===== src/rtl/skew_feeder_pkg.sv =====
// Shared constants, FSM state type and lane-delay helper for the skew feeder.
package skew_feeder_pkg;

  localparam logic N_2_S = 1'b0;
  localparam logic S_2_N = 1'b1;
  localparam logic W_2_E = 1'b0;
  localparam logic E_2_W = 1'b1;

  localparam int RSA_DW_DEF = 16;

  typedef enum logic [1:0] {
    IDLE   = 2'd0,
    STREAM = 2'd1,
    DRAIN  = 2'd2
  } state_t;

  // Extra cycles lane j waits beyond the one-cycle input register.
  function automatic int lane_delay(input int j, input int y, input logic d);
    return (d == S_2_N) ? (y - 1 - j) : j;
  endfunction

endpackage


===== src/rtl/skew_feeder_if.sv =====
// Upstream vector stream into the skew feeder: valid/ready handshake plus direction.
interface skew_feeder_if
  import skew_feeder_pkg::*;
#(
  parameter int Y      = 4,
  parameter int RSA_DW = RSA_DW_DEF
);

  logic                  dir;
  logic                  in_valid;
  logic                  in_ready;
  logic [Y*RSA_DW-1:0]   in_data;
  logic                  in_last;

  modport master (output dir, in_valid, in_data, in_last, input in_ready);
  modport slave  (input dir, in_valid, in_data, in_last, output in_ready);

endinterface


===== src/rtl/skew_delay_line.sv =====
// Per-lane register chain of {done, en, data}; output tap chosen by direction.
// Latency 1+TAP0 (sel=0) or 1+TAP1 (sel=1) cycles; no backpressure, always shifts.
module skew_delay_line #(
  parameter int DW   = 16,
  parameter int TAP0 = 0,
  parameter int TAP1 = 0
) (
  input  logic          clk,
  input  logic          sys_rst,
  input  logic          sel,
  input  logic [DW-1:0] in_data,
  input  logic          in_en,
  input  logic          in_done,
  output logic [DW-1:0] out_data,
  output logic          out_en,
  output logic          out_done
);

  localparam int DEPTH = ((TAP0 > TAP1) ? TAP0 : TAP1) + 1;

  logic [DEPTH-1:0][DW+1:0] chain;
  logic [DW+1:0]            tap;

  always_ff @(posedge clk or negedge sys_rst) begin
    if (!sys_rst) begin
      chain <= '0;
    end else begin
      chain[0] <= {in_done, in_en, in_data};
      for (int k = 1; k < DEPTH; k++) begin
        chain[k] <= chain[k-1];
      end
    end
  end

  assign tap = sel ? chain[TAP1] : chain[TAP0];
  assign {out_done, out_en, out_data} = tap;

endmodule


===== src/rtl/skew_feeder.sv =====
// Skews accepted vectors across Y PE columns (lane j delayed 1+d(j) cycles, d set by dir).
// in_ready drops for Y drain cycles after the last beat so packets never overlap.
module skew_feeder
  import skew_feeder_pkg::*;
#(
  parameter int Y      = 4,
  parameter int L      = 4,
  parameter int RSA_DW = RSA_DW_DEF
) (
  input  logic                clk,
  input  logic                sys_rst,
  skew_feeder_if.slave        s,
  output logic [Y*RSA_DW-1:0] B_data,
  output logic [Y-1:0]        new_cal_en,
  output logic [Y-1:0]        new_cal_done,
  output logic                busy,
  output logic                len_err
);

  localparam int CW  = $clog2(L + 1);
  localparam int DCW = $clog2(Y + 1);

  state_t         state, state_nx;
  logic [CW-1:0]  cnt, cnt_nx;
  logic [DCW-1:0] dcnt, dcnt_nx;
  logic           dir_q, dir_nx;
  logic           len_err_nx;
  logic           accept;
  logic           at_limit;
  logic           beat_last;
  logic           force_last;

  assign s.in_ready = (state != DRAIN);
  assign accept     = s.in_valid && s.in_ready;
  // cnt holds beats accepted before this one, so L-1 means this is the L-th.
  assign at_limit   = (cnt == CW'(L - 1));
  assign beat_last  = s.in_last || at_limit;
  assign force_last = at_limit && !s.in_last;
  assign busy       = (state != IDLE);

  always_ff @(posedge clk or negedge sys_rst) begin
    if (!sys_rst) begin
      state   <= IDLE;
      cnt     <= '0;
      dcnt    <= '0;
      dir_q   <= N_2_S;
      len_err <= 1'b0;
    end else begin
      state   <= state_nx;
      cnt     <= cnt_nx;
      dcnt    <= dcnt_nx;
      dir_q   <= dir_nx;
      len_err <= len_err_nx;
    end
  end

  always_comb begin
    state_nx   = state;
    cnt_nx     = cnt;
    dcnt_nx    = dcnt;
    dir_nx     = dir_q;
    len_err_nx = 1'b0;
    case (state)
      IDLE: begin
        if (accept) begin
          dir_nx = s.dir;
          cnt_nx = CW'(1);
          if (beat_last) begin
            state_nx   = DRAIN;
            dcnt_nx    = '0;
            len_err_nx = force_last;
          end else begin
            state_nx = STREAM;
          end
        end
      end
      STREAM: begin
        if (accept) begin
          cnt_nx = cnt + CW'(1);
          if (beat_last) begin
            state_nx   = DRAIN;
            dcnt_nx    = '0;
            len_err_nx = force_last;
          end
        end
      end
      DRAIN: begin
        if (dcnt == DCW'(Y - 1)) begin
          state_nx = IDLE;
          cnt_nx   = '0;
          dcnt_nx  = '0;
        end else begin
          dcnt_nx = dcnt + DCW'(1);
        end
      end
      default: begin
        state_nx = IDLE;
        cnt_nx   = '0;
        dcnt_nx  = '0;
      end
    endcase
  end

  for (genvar j = 0; j < Y; j++) begin : g_lane
    localparam int D_NS = lane_delay(j, Y, N_2_S);
    localparam int D_SN = lane_delay(j, Y, S_2_N);

    logic [RSA_DW-1:0] lane_in;
    logic [RSA_DW-1:0] lane_out;

    // Idle cycles inject zeros so bubbles travel down the chain as zeros.
    assign lane_in = accept ? s.in_data[j*RSA_DW +: RSA_DW] : '0;

    skew_delay_line #(
      .DW   (RSA_DW),
      .TAP0 (D_NS),
      .TAP1 (D_SN)
    ) u_dl (
      .clk      (clk),
      .sys_rst  (sys_rst),
      .sel      (dir_q == S_2_N),
      .in_data  (lane_in),
      .in_en    (accept),
      .in_done  (accept && beat_last),
      .out_data (lane_out),
      .out_en   (new_cal_en[j]),
      .out_done (new_cal_done[j])
    );

    assign B_data[j*RSA_DW +: RSA_DW] = lane_out;
  end

endmodule

===== src/flat_wrapper.sv =====
// flat-port wrapper written by rule: the top's interface ports become plain ports
module skew_feeder_flat import skew_feeder_pkg::*;
#(
  parameter int Y      = 4,
  parameter int L      = 4,
  parameter int RSA_DW = RSA_DW_DEF
)
  (clk, sys_rst, B_data, new_cal_en, new_cal_done, busy, len_err, s_dir, s_in_valid, s_in_data, s_in_last, s_in_ready);
  skew_feeder_if #(.Y(Y), .RSA_DW(RSA_DW)) s_i ();
  input  logic clk;
  input  logic sys_rst;
  output logic [Y*RSA_DW-1:0] B_data;
  output logic [Y-1:0] new_cal_en;
  output logic [Y-1:0] new_cal_done;
  output logic busy;
  output logic len_err;
  input wire logic [$bits(s_i.dir)-1:0] s_dir;
  input wire logic [$bits(s_i.in_valid)-1:0] s_in_valid;
  input wire logic [$bits(s_i.in_data)-1:0] s_in_data;
  input wire logic [$bits(s_i.in_last)-1:0] s_in_last;
  output wire logic [$bits(s_i.in_ready)-1:0] s_in_ready;
  assign s_i.dir = s_dir;
  assign s_i.in_valid = s_in_valid;
  assign s_i.in_data = s_in_data;
  assign s_i.in_last = s_in_last;
  assign s_in_ready = s_i.in_ready;
  skew_feeder #(.Y(Y), .L(L), .RSA_DW(RSA_DW)) u_core (.clk(clk), .sys_rst(sys_rst), .s(s_i), .B_data(B_data), .new_cal_en(new_cal_en), .new_cal_done(new_cal_done), .busy(busy), .len_err(len_err));
endmodule

===== config.mk =====
export PLATFORM = sky130hd
export DESIGN_NAME = skew_feeder_flat
export DESIGN_NICKNAME = d
export VERILOG_FILES = /design/src/rtl/skew_feeder_pkg.sv /design/src/rtl/skew_feeder_if.sv /design/src/rtl/skew_delay_line.sv /design/src/rtl/skew_feeder.sv /design/src/flat_wrapper.sv
export SDC_FILE = /design/constraint.sdc
export NUM_CORES = 1
export LEC_CHECK = 0
export CAP_MARGIN = 20
export CORE_MARGIN = 2
export CORE_UTILIZATION = 35
export DETAILED_ROUTE_END_ITERATION = 8
export PLACE_DENSITY = 0.66
export SYNTH_ARGS = -nofsm -noshare
export SYNTH_HDL_FRONTEND = slang
export SYNTH_SLANG_ARGS = --single-unit

===== constraint.sdc =====
create_clock -name clk -period 1.8 [get_ports clk]
set_input_delay 0.54 -clock clk [delete_from_list [all_inputs] [get_ports clk]]
set_output_delay 0.54 -clock clk [all_outputs]
set_load 0.05 [all_outputs]

==> results.sh <==
export IMPL_syn_cell_area_sq_um=7730
export IMPL_yosysSeqAreaShare=0.783
export IMPL_io_pin_count=144
export IMPL_ys_seq_elements=242
export IMPL_vias=3971
export IMPL_powerDensity_nw_per_um2=1690
export IMPL_endpoint_kind="primary output"
export IMPL_final_seq_area_sq_um=6060
export IMPL_synth_top_area_cell="dfrtp_1"
export IMPL_max_stage_delay_ns=0.49
export IMPL_min_period_ns=2.26
export IMPL_tns_ns=-31.11
export IMPL_crit_required_ns=1.26
export IMPL_fp_row_count=54
export IMPL_grt_max_degree=50
export IMPL_cts_sinks=242
export IMPL_drc_errors=0
export IMPL_first_iter_violations=128
export IMPL_r2r_cells=5
export IMPL_cp_start_kind="register"
export IMPL_worst_clock_skew_ns=0.00896
export IMPL_fill_cells=1818
export IMPL_holdPathStages=0
export IMPL_synth_avg_cell_area_sq_um=17.5
export IMPL_final_cell_mix="239 x dfrtp_1, 73 x mux2_2, 73 x buf_6, 66 x clkdlybuf4s50_1, 64 x and3_1"
export IMPL_setup_viol=74
export IMPL_clk_latency_ns=0.50
export IMPL_dieArea_sq_um=23300
export IMPL_hold_class="reg -> reg"
export IMPL_grt_pass1_wl_microns=24100
export IMPL_rsz0062_at_grt="true"
export IMPL_slowest_stage="dfrtp_4"
export IMPL_crit_chain="buf_12 > mux2_2 > buf_6"
export IMPL_cts_buffers=25
export IMPL_slew_headroom=0.730
export IMPL_finalNonFillerCells=902
export IMPL_antenna_found_initial=0
export IMPL_diodes=0
export IMPL_multi_input_area_sq_um=1470
export IMPL_outcome="finished with violations"
export IMPL_synth_area_leaders="dfrtp_1 78%, mux2_2 11%, and3_1 5.2%, buf_4 1.5%, buf_6 0.58%"
export IMPL_grt_usage=0.129
export IMPL_fp_dieH_microns=153
export IMPL_maxCapViolations=0
export IMPL_wl_microns=14900
export IMPL_min_from="u_core.g_lane[2].u_dl.chain[10]$_DFF_PN0_"
export IMPL_final_common_cell="dfrtp_1"
export IMPL_gp_congestion=0.749
export IMPL_clockRootBuffer="clkbuf_16"
export IMPL_reg2reg_setup_slack_ns=0.19
export IMPL_crit_arrival_ns=1.72
export IMPL_violations="setup timing"
export IMPL_yosysWarnings=0
export IMPL_final_layout_size_suffix_gt1_frac=0.359
export IMPL_ir_drop_v=0.000739
export IMPL_path_class="reg -> out"
export IMPL_io_buffers=143
export IMPL_hpwl_microns=9660
export IMPL_areaGrowthSynthToFinish_pct=36.8
export IMPL_synth_nets=513
export IMPL_grt_pass1_vias=4408
export IMPL_synthCells=441
export IMPL_yosys_area_top_type_share=0.783
export IMPL_htree_levels=1
export IMPL_holdPathEnd="u_core.g_lane[2].u_dl.chain[28]$_DFF_PN0_"
export IMPL_clk_pin_slew_ns=0.06
export IMPL_r2r_end="u_core.dir_q$_DFFE_PN0P_"
export IMPL_grt_overflow=0
export IMPL_cts_path_max_buffers=3
export IMPL_die_width_microns=153
export IMPL_tritoncts="yes"
export IMPL_slew_violations=0
export IMPL_crit_path_max_fanout=28
export IMPL_ant_nets=0
export IMPL_cp_startpoint="u_core.dir_q$_DFFE_PN0P_"
export IMPL_worst_slew_pin_slew_ns=0.406
export IMPL_wire_per_inst_microns=16.6
export IMPL_fmax_mhz=443
export IMPL_p_leak_nw=5.30
export IMPL_period_share=1.25
export IMPL_via_per_inst=4.40
export IMPL_regToRegStartpoint="u_core.state[1]$_DFFE_PN0P_"
export IMPL_final_nets=678
export IMPL_worst_slack_ns=-0.457
export IMPL_initial_core_util=0.355
export IMPL_core_area_sq_um=21800
export IMPL_hold_viol_final=0
export IMPL_drt_pass1_iter_count=4
export IMPL_placedCellCount=852
export IMPL_yosys_cell_types_count=30
-- routing by layer --
metal  GRT usage  wire (microns)
met5           0               0
met4      0.0397             379
met3      0.0284             785
met2       0.204            7140
met1       0.179            6640
-- worst max-delay path by stage --
stage | end | cells after the start
floorplan | new_cal_en[0] | 4
global placement | B_data[56] | 3
detailed placement | B_data[35] | 3
CTS | B_data[35] | 3
global route | B_data[18] | 3
finish | B_data[44] | 3
-- layout make-up --
cell class | count | share of cell area
Sequential cell | 242 | 0.573
Timing Repair Buffer | 168 | 0.174
Multi-Input combinational cell | 168 | 0.139
Clock buffer | 35 | 0.0693
Tap cell | 280 | 0.0331
Clock inverter | 8 | 0.0109
Inverter | 1 | 0.000355
-- Yosys cell counts, drive strengths merged --
master   count
o21a         4
clkbuf       8
nand3b       1
nor2b        2
or2          1
and2         1
xnor2        1
a21boi       1
a22o         1
and2b        1
inv          1
and3        64
ha           3
o21bai       1
o2bb2ai      2
buf         23
nand2b       3
o22ai        1
nor3b        1
mux2        74
nor2         4
a31oi        1
dfrtp      242
-- registers in the layout, indices dropped and copies added (netlist names) --
register,flops
u_core.dir_q,1
u_core.state,2
u_core.cnt,3
u_core.len_err,1
u_core.g_lane.u_dl.chain,232
u_core.dcnt,3
-- what timing repair did --
item,in CTS,in global routing
hold buffers,1,0
gates resized for setup,78,0
hold endpoints to repair,38,0
pin swaps,1,0
gates cloned,1,0
buffers inserted,5,0
setup endpoints to repair,74,74
-- cell families (layout without fill, tap and decap cells) --
family	after synthesis	in the layout	synth area share
multiplexers	74	74	0.108
flip-flops	242	242	0.783
XOR/XNOR	1	1	0.00113
buffers and inverters	32	212	0.0277
adder cells (fa/ha/maj)	3	3	0.00486
AO/OA/AOI/OAI	11	11	0.0108
AND/OR/NAND/NOR	78	79	0.0643
-- where the power goes --
group | leakage [nW] | switching (mW) | internal [mW]
Combinational | 1.70 | 3.48 | 2.44
Sequential | 3.18 | 0.393 | 6.37
Clock | 0.424 | 1.95 | 3.24
Total | 5.30 | 5.83 | 12.1
-- stage by stage --
step	setup slack, ns	utilization	instance area, sq um	power, mW	hold WS, ns
6_report	-0.457	0.486	10600	17.9	0.343
4_1_cts	-0.494	0.486	10600	18.1	0.344
2_1_floorplan	0.0431	-	7730	10.6	0.244
5_1_grt	-0.523	0.486	10600	18.6	0.350
3_3_place_gp	0.0563	0.431	9390	12.1	0.332
3_5_place_dp	0.0275	0.431	9390	12.2	0.335
-- critical path: cells and delay by family, from the launching register on --
family | cells | cell delay [ns]
multiplexers | 1 | 0.36
flip-flops | 1 | 0.49
buffers and inverters | 2 | 0.35
(Power assumes the default switching activity.)
